**config.mk**
```make
export PLATFORM = sky130hd
export DESIGN_NAME = packet_resizer_ts_flat
export DESIGN_NICKNAME = d
export VERILOG_FILES = /design/src/rtl/packet_resizer_ts_if.sv /design/src/rtl/packet_resizer_ts.sv /design/src/flat_wrapper.sv
export SDC_FILE = /design/constraint.sdc
export NUM_CORES = 1
export LEC_CHECK = 0
export BUFFER_PORTS_ARGS = -buffer_cell sky130_fd_sc_hd__buf_2
export CORE_MARGIN = 5
export CORE_UTILIZATION = 53
export DETAILED_ROUTE_END_ITERATION = 6
export PLACE_DENSITY_LB_ADDON = 0.3
export REMOVE_ABC_BUFFERS = 1
export SLEW_MARGIN = 20
export SYNTH_ARGS = -nofsm -noshare
export SYNTH_HDL_FRONTEND = slang
export SYNTH_SLANG_ARGS = --single-unit
```
**constraint.sdc**
```tcl
create_clock -name clk -period 5.55 [get_ports clk]
set_input_delay 0.8325 -clock clk [delete_from_list [all_inputs] [get_ports clk]]
set_output_delay 0.8325 -clock clk [all_outputs]
set_load 0.05 [all_outputs]
```
**src/rtl/packet_resizer_ts_if.sv**
```systemverilog
// AXI-Stream bundle carrying a sample stream with its 128-bit CHDR header.
//   tdata  : WIDTH-bit payload beat
//   tuser  : CHDR header {TYPE[127:126], TSI, EOB, SEQ[123:112], LEN[111:96],
//            SRC[95:80], DST[79:64], TIME[63:0]}
//   tlast  : end of packet
//   tvalid : source has a beat
//   tready : sink can take a beat
// Handshake: a beat transfers on a clock edge where tvalid & tready are both
// high; once tvalid is raised the source holds the beat stable until it has
// transferred, and tready may depend combinationally on the sink's state.
interface packet_resizer_ts_if #(
  parameter int WIDTH = 32
);
  logic [WIDTH-1:0] tdata;
  logic [127:0]     tuser;
  logic             tlast;
  logic             tvalid;
  logic             tready;

  modport master (output tdata, output tuser, output tlast, output tvalid, input tready);
  modport slave  (input tdata, input tuser, input tlast, input tvalid, output tready);
endinterface

```
**src/rtl/packet_resizer_ts.sv**
```systemverilog
// packet_resizer_ts: re-frames a CHDR sample stream into output packets of a
// programmable byte size, with one registered output stage.  Each output
// packet gets a header latched on its first beat with a regenerated
// timestamp and, optionally, a regenerated sequence number.
// Ports:
//   clk, reset        : clock, synchronous active-high reset
//   clear             : synchronous state clear (setting registers kept)
//   next_dst_sid      : DST SID written into every output header
//   set_stb/addr/data : settings bus (SR_PKT_SIZE = bytes, SR_CTRL = {SEQ_REGEN, TIME_ALL})
//   i_axis            : input stream (slave)
//   o_axis            : output stream (master)
module packet_resizer_ts #(
  parameter int          WIDTH       = 32,
  parameter logic [7:0]  SR_PKT_SIZE = 8'd1,
  parameter logic [7:0]  SR_CTRL     = 8'd2,
  parameter logic [15:0] TIME_STEP   = 16'd1
) (
  input  logic                       clk,
  input  logic                       reset,
  input  logic                       clear,
  input  logic [15:0]                next_dst_sid,
  input  logic                       set_stb,
  input  logic [7:0]                 set_addr,
  input  logic [31:0]                set_data,
  packet_resizer_ts_if.slave         i_axis,
  packet_resizer_ts_if.master        o_axis
);

  localparam int          BPB   = WIDTH / 8;
  localparam logic [16:0] BPB_C = 17'(BPB);

  typedef struct packed {
    logic [1:0]  ptype;
    logic        tsi;
    logic [11:0] seq;
    logic [15:0] len;
    logic [15:0] src;
    logic [15:0] dst;
    logic [63:0] ts;
  } hdr_t;

  // Setting registers (survive clear)
  logic [15:0] pkt_size_q;
  logic [1:0]  ctrl_q;

  // Framing state; cnt/size are 17 bits so cnt + BPB never wraps
  logic             first_out_q, first_out_d;
  logic             first_in_q, first_in_d;
  logic             fib_q, fib_d;
  logic [16:0]      cnt_q, cnt_d;
  logic [16:0]      size_l_q, size_l_d;
  logic [63:0]      time_acc_q, time_acc_d;
  logic [11:0]      seq_cnt_q, seq_cnt_d;
  hdr_t             hdr_q, hdr_d;

  // Output register stage
  logic             o_tvalid_q, o_tvalid_d;
  logic             o_tlast_q, o_tlast_d;
  logic [WIDTH-1:0] o_tdata_q, o_tdata_d;
  logic [127:0]     o_tuser_q, o_tuser_d;

  // Per-beat combinational terms
  logic        in_ready, accept;
  logic [16:0] size_eff, size_cur, cnt_cur;
  logic        eob_beat, beat_last;
  logic [63:0] cur_time;
  hdr_t        hdr_new, hdr_cur;

  // The incoming SRC field is replaced by the incoming DST, and only the low
  // 16 setting bits are meaningful.
  logic unused_bits;
  assign unused_bits = ^{set_data[31:16], i_axis.tuser[95:80]};

  always_comb begin
    in_ready = ~o_tvalid_q | o_axis.tready;
    accept   = i_axis.tvalid & in_ready;

    size_eff = ({1'b0, pkt_size_q} < BPB_C) ? BPB_C : {1'b0, pkt_size_q};
    // A first beat uses the live size; later beats use the latched one, so a
    // mid-packet size write only affects the next packet.
    size_cur = first_out_q ? size_eff : size_l_q;
    cnt_cur  = first_out_q ? BPB_C : (cnt_q + BPB_C);

    eob_beat  = i_axis.tuser[124] & i_axis.tlast;
    beat_last = (cnt_cur >= size_cur) | eob_beat;

    cur_time = (first_in_q & i_axis.tuser[125]) ? i_axis.tuser[63:0] : time_acc_q;

    hdr_new.ptype = i_axis.tuser[127:126];
    hdr_new.tsi   = i_axis.tuser[125] & (fib_q | ctrl_q[0]);
    hdr_new.seq   = ctrl_q[1] ? seq_cnt_q : i_axis.tuser[123:112];
    hdr_new.len   = i_axis.tuser[111:96];
    hdr_new.src   = i_axis.tuser[79:64];
    hdr_new.dst   = next_dst_sid;
    hdr_new.ts    = cur_time;
    hdr_cur       = first_out_q ? hdr_new : hdr_q;

    first_out_d = first_out_q;
    first_in_d  = first_in_q;
    fib_d       = fib_q;
    cnt_d       = cnt_q;
    size_l_d    = size_l_q;
    time_acc_d  = time_acc_q;
    seq_cnt_d   = seq_cnt_q;
    hdr_d       = hdr_q;
    o_tvalid_d  = o_tvalid_q & ~o_axis.tready;
    o_tlast_d   = o_tlast_q;
    o_tdata_d   = o_tdata_q;
    o_tuser_d   = o_tuser_q;

    if (accept) begin
      o_tvalid_d  = 1'b1;
      o_tlast_d   = beat_last;
      o_tdata_d   = i_axis.tdata;
      o_tuser_d   = {hdr_cur.ptype, hdr_cur.tsi, eob_beat, hdr_cur.seq, hdr_cur.len,
                     hdr_cur.src, hdr_cur.dst, hdr_cur.ts};
      hdr_d       = hdr_cur;
      cnt_d       = cnt_cur;
      size_l_d    = size_cur;
      time_acc_d  = cur_time + {48'd0, TIME_STEP};
      first_out_d = beat_last;
      first_in_d  = i_axis.tlast;
      if (beat_last) begin
        seq_cnt_d = seq_cnt_q + 12'd1;
        fib_d     = eob_beat;
      end
    end
  end

  always_ff @(posedge clk) begin
    if (reset) begin
      pkt_size_q <= 16'(BPB);
      ctrl_q     <= 2'd0;
    end else if (set_stb) begin
      if (set_addr == SR_PKT_SIZE) pkt_size_q <= set_data[15:0];
      if (set_addr == SR_CTRL)     ctrl_q     <= set_data[1:0];
    end
  end

  always_ff @(posedge clk) begin
    if (reset || clear) begin
      first_out_q <= 1'b1;
      first_in_q  <= 1'b1;
      fib_q       <= 1'b1;
      cnt_q       <= '0;
      size_l_q    <= '0;
      time_acc_q  <= '0;
      seq_cnt_q   <= '0;
      hdr_q       <= '0;
      o_tvalid_q  <= 1'b0;
      o_tlast_q   <= 1'b0;
      o_tdata_q   <= '0;
      o_tuser_q   <= '0;
    end else begin
      first_out_q <= first_out_d;
      first_in_q  <= first_in_d;
      fib_q       <= fib_d;
      cnt_q       <= cnt_d;
      size_l_q    <= size_l_d;
      time_acc_q  <= time_acc_d;
      seq_cnt_q   <= seq_cnt_d;
      hdr_q       <= hdr_d;
      o_tvalid_q  <= o_tvalid_d;
      o_tlast_q   <= o_tlast_d;
      o_tdata_q   <= o_tdata_d;
      o_tuser_q   <= o_tuser_d;
    end
  end

  assign i_axis.tready = in_ready;
  assign o_axis.tvalid = o_tvalid_q;
  assign o_axis.tlast  = o_tlast_q;
  assign o_axis.tdata  = o_tdata_q;
  assign o_axis.tuser  = o_tuser_q;

endmodule
```
**src/flat_wrapper.sv**
```systemverilog
// flat-port wrapper written by rule: the top's interface ports become plain ports
module packet_resizer_ts_flat 
#(
  parameter int          WIDTH       = 32,
  parameter logic [7:0]  SR_PKT_SIZE = 8'd1,
  parameter logic [7:0]  SR_CTRL     = 8'd2,
  parameter logic [15:0] TIME_STEP   = 16'd1
)
  (clk, reset, clear, next_dst_sid, set_stb, set_addr, set_data, i_axis_tdata, i_axis_tuser, i_axis_tlast, i_axis_tvalid, i_axis_tready, o_axis_tdata, o_axis_tuser, o_axis_tlast, o_axis_tvalid, o_axis_tready);
  packet_resizer_ts_if #(.WIDTH(WIDTH)) i_axis_i ();
  packet_resizer_ts_if #(.WIDTH(WIDTH)) o_axis_i ();
  input  logic clk;
  input  logic reset;
  input  logic clear;
  input  logic [15:0] next_dst_sid;
  input  logic set_stb;
  input  logic [7:0] set_addr;
  input  logic [31:0] set_data;
  input wire logic [$bits(i_axis_i.tdata)-1:0] i_axis_tdata;
  input wire logic [$bits(i_axis_i.tuser)-1:0] i_axis_tuser;
  input wire logic [$bits(i_axis_i.tlast)-1:0] i_axis_tlast;
  input wire logic [$bits(i_axis_i.tvalid)-1:0] i_axis_tvalid;
  output wire logic [$bits(i_axis_i.tready)-1:0] i_axis_tready;
  output wire logic [$bits(o_axis_i.tdata)-1:0] o_axis_tdata;
  output wire logic [$bits(o_axis_i.tuser)-1:0] o_axis_tuser;
  output wire logic [$bits(o_axis_i.tlast)-1:0] o_axis_tlast;
  output wire logic [$bits(o_axis_i.tvalid)-1:0] o_axis_tvalid;
  input wire logic [$bits(o_axis_i.tready)-1:0] o_axis_tready;
  assign i_axis_i.tdata = i_axis_tdata;
  assign i_axis_i.tuser = i_axis_tuser;
  assign i_axis_i.tlast = i_axis_tlast;
  assign i_axis_i.tvalid = i_axis_tvalid;
  assign i_axis_tready = i_axis_i.tready;
  assign o_axis_tdata = o_axis_i.tdata;
  assign o_axis_tuser = o_axis_i.tuser;
  assign o_axis_tlast = o_axis_i.tlast;
  assign o_axis_tvalid = o_axis_i.tvalid;
  assign o_axis_i.tready = o_axis_tready;
  packet_resizer_ts #(.WIDTH(WIDTH), .SR_PKT_SIZE(SR_PKT_SIZE), .SR_CTRL(SR_CTRL), .TIME_STEP(TIME_STEP)) u_core (.clk(clk), .reset(reset), .clear(clear), .next_dst_sid(next_dst_sid), .set_stb(set_stb), .set_addr(set_addr), .set_data(set_data), .i_axis(i_axis_i), .o_axis(o_axis_i));
endmodule
```
==> results.cfg <==
[power_and_ir_drop]
p_leak_nw = 7.18
ir_worst_vdd_uv = 247
p_per_area_nw_per_um2 = 287

[setup_path]
cp.required_ns = 5.98
cp.arrival_ns = 4.54
end_kind = flop
reg2reg_depth = 13
endpoint = u_core.seq_cnt_q[7]
r2r_setup_slack_ns = 1.44
crit_start = u_core.first_out_q
critPathKind = flop to flop
cp-start-kind = flop
reg2reg_to = u_core.seq_cnt_q[7]
r2r-start = u_core.first_out_q
crit_fanout = 36

[synthesis]
yosys.area_share.xor_xnor_pct = 1.08
synth_compound_area_share_pct = 20.5
async_flop_share_pct = 0
ys_ff_latch = 293
synthTopCellsByCount = 322 x nand2_1, 293 x dfxtp_1, 175 x nor2_1, 150 x a21oi_1, 101 x clkbuf_1
avgSynthCellArea_sq_um = 7.93
synth_top_area_share_pct = 40.0
synth_fa_ha_area_share_pct = 1.71
syn_area_sq_um = 14600
synth_top_family_by_area = simple AND/OR/NAND/NOR gates
yosysSeqAreaShare_pct = 40.0
ys_warn_count = 0
yosysUniqueCellTypes = 77
synthSimpleGateAreaFrac_pct = 24.7
yosysMostFrequentCell = nand2_1
ys.flop_type = dfxtp_1
synthTopCellsByArea = dfxtp_1 40%, nand2_1 8.3%, mux2i_1 6.2%
synth-edff-count = 0
postSynthCellCount = 1847
yosysTopAreaCell = dfxtp_1
yosys-mux-area-fraction_pct = 7.68

[die]
coreArea_sq_um = 27100
dieArea_sq_um = 31100
ios = 386
std_cell_rows = 60
die_w_microns = 176
die_h_microns = 176
start_util_pct = 54.0

[final_layout]
fillers = 2328
drive_gt1_share_pct = 21.8
final_util_pct = 65.2
area_delta_synth_final_pct = 20.6
nets = 2361

[global_route]
grt_start_max_net_pins = 113
grt_pass1_wl_microns = 72600
antenna_found_initial = 10
grt_pass1_vias = 14412
grtUsageTotal_pct = 27.8
grt-ovfl-total = 0

[sta]
tightest_slew_ns = 0.928
setup_viol = 0
finalHoldViolations = 0
clock.fmax_mhz = 243
period_needed_ns = 4.11
fin_crit_sh_pct = 74.1
rsz0062_at_grt = false
holdWs_ns = 0.450
skew_ns = 0.0238
slew_viol_final = 0
relSlewSlack_pct = 38.1

[routing]
vias_per_cell = 6.04
drt_iter0_drc = 1356
antenna_left = 0
first_pass_iters = 6
drcViolationCount = 0
postRouteWirelength_microns = 45800
wl_per_cell_microns = 18.2
vias = 15209

[cts]
postCtsHoldBufs = 0
cts_resized = 0
clockBufferDepth = 3
post_cts_buffers = 0
cts_tree = built
htreeDepth = 2
cts_num_sinks = 293
clock_latency_ns = 0.51
cts_made_buffers = 34
cts-root-buf = clkbuf_16
clk_pin_slew_ns = 0.06

[worst_hold_path]
min_path_type = flop to flop

[placement]
portBuffers = 353
dp_hpwl_microns = 31000
gp_congestion = 0.885

[job]
cap_violations = 0

[status]
status = finished clean
cell type report:
cell class	count	area (sq um)	share of cell area, %
Multi-Input combinational cell	1398	8180	46.3
Sequential cell	293	5870	33.2
Timing Repair Buffer	376	1980	11.2
Clock buffer	47	981	5.55
Tap cell	372	465	2.64
Clock inverter	9	105	0.595
Inverter	15	56.3	0.319
Antenna cell	10	25.0	0.142
power breakdown:
group,switching [W],leakage (nW),total (W),internal [W]
combinational,0.000490,4.27,0.000682,0.000192
sequential,0.0000373,2.38,0.00220,0.00216
clock,0.000861,0.534,0.00218,0.00132
cells by family (layout without fill, tap and decap cells):
| group | Yosys count | in the layout |
|---|---|---|
| simple gates | 773 | 773 |
| buf+inv | 156 | 447 |
| flops | 293 | 293 |
| xor+xnor | 18 | 18 |
| mux | 110 | 110 |
| other cells | 0 | 10 |
| compound gates | 477 | 477 |
| fa+ha+maj | 20 | 20 |
state kept, by name (all words and copies together) (netlist names), 2 cells and up:
signal	cells
u_core.seq_cnt_q	12
u_core.o_axis.tdata	32
u_core.ctrl_q	2
u_core.cnt_q	17
u_core.o_axis.tuser	128
u_core.pkt_size_q	16
u_core.size_l_q	17
u_core.time_acc_q	64
through the flow:
step / setup WS, ns / cells / TNS (ns) / power [W] / area (sq um)
CTS: 1.54 / 2509 / 0 / 0.00510 / 17600
finish: 1.44 / 2520 / 0 / 0.00507 / 17700
floorplan: -4.60 / 1706 / -727.04 / 0.00270 / 14100
detailed placement: 1.31 / 2453 / 0 / 0.00292 / 16500
global route: 1.12 / 2518 / 0 / 0.00526 / 17700
global placement: 1.41 / 2453 / 0 / 0.00290 / 16500
critical path: stages (launching register included):
cell and delay [ns]:
dfxtp_1 0.31, buf_4 0.39, clkinv_1 0.43, a41oi_1 0.46, a22oi_1 0.13, ha_1 0.33
nand4_1 0.12, o41ai_1 0.41, a31oi_1 0.16, o41ai_1 0.10, buf_4 0.22, o21ai_0 0.22
or4_1 0.58, a21oi_1 0.16
worst min-delay path by stage:
| stage | start | cells after the start | slack (ns) | end |
|---|---|---|---|---|
| floorplan | u_core.time_acc_q[5] | 2 | 0.43 | u_core.time_acc_q[5] |
| global placement | u_core.time_acc_q[5] | 2 | 0.44 | u_core.time_acc_q[5] |
| detailed placement | u_core.o_axis.tdata[30] | 2 | 0.44 | u_core.o_axis.tdata[30] |
| CTS | u_core.o_axis.tdata[30] | 2 | 0.45 | u_core.o_axis.tdata[30] |
| global route | u_core.o_axis.tuser[77] | 2 | 0.47 | u_core.o_axis.tuser[77] |
| finish | u_core.o_axis.tdata[19] | 2 | 0.45 | u_core.o_axis.tdata[19] |
metal layers:
metal | GRT usage (%) | routed length, microns
met1 | 35.1 | 18500
met2 | 46.2 | 21300
met3 | 7.13 | 4650
met4 | 9.91 | 1370
met5 | 0 | 21
placed cells by master (no fill, tap or decap), drive strengths merged, types with 12 or more instances in the layout:
master,instances
buf,376
nand2,322
dfxtp,293
nor2,176
a21oi,150
o21ai,95
mux2i,91
nand3,76
a211oi,69
nand4,60
a31oi,47
clkbuf,47
nor3,27
and3,26
o211ai,25
ha,20
mux2,19
o2111ai,16
inv,15
or3,12
Note: power is estimated with default switching activity, not from simulation.
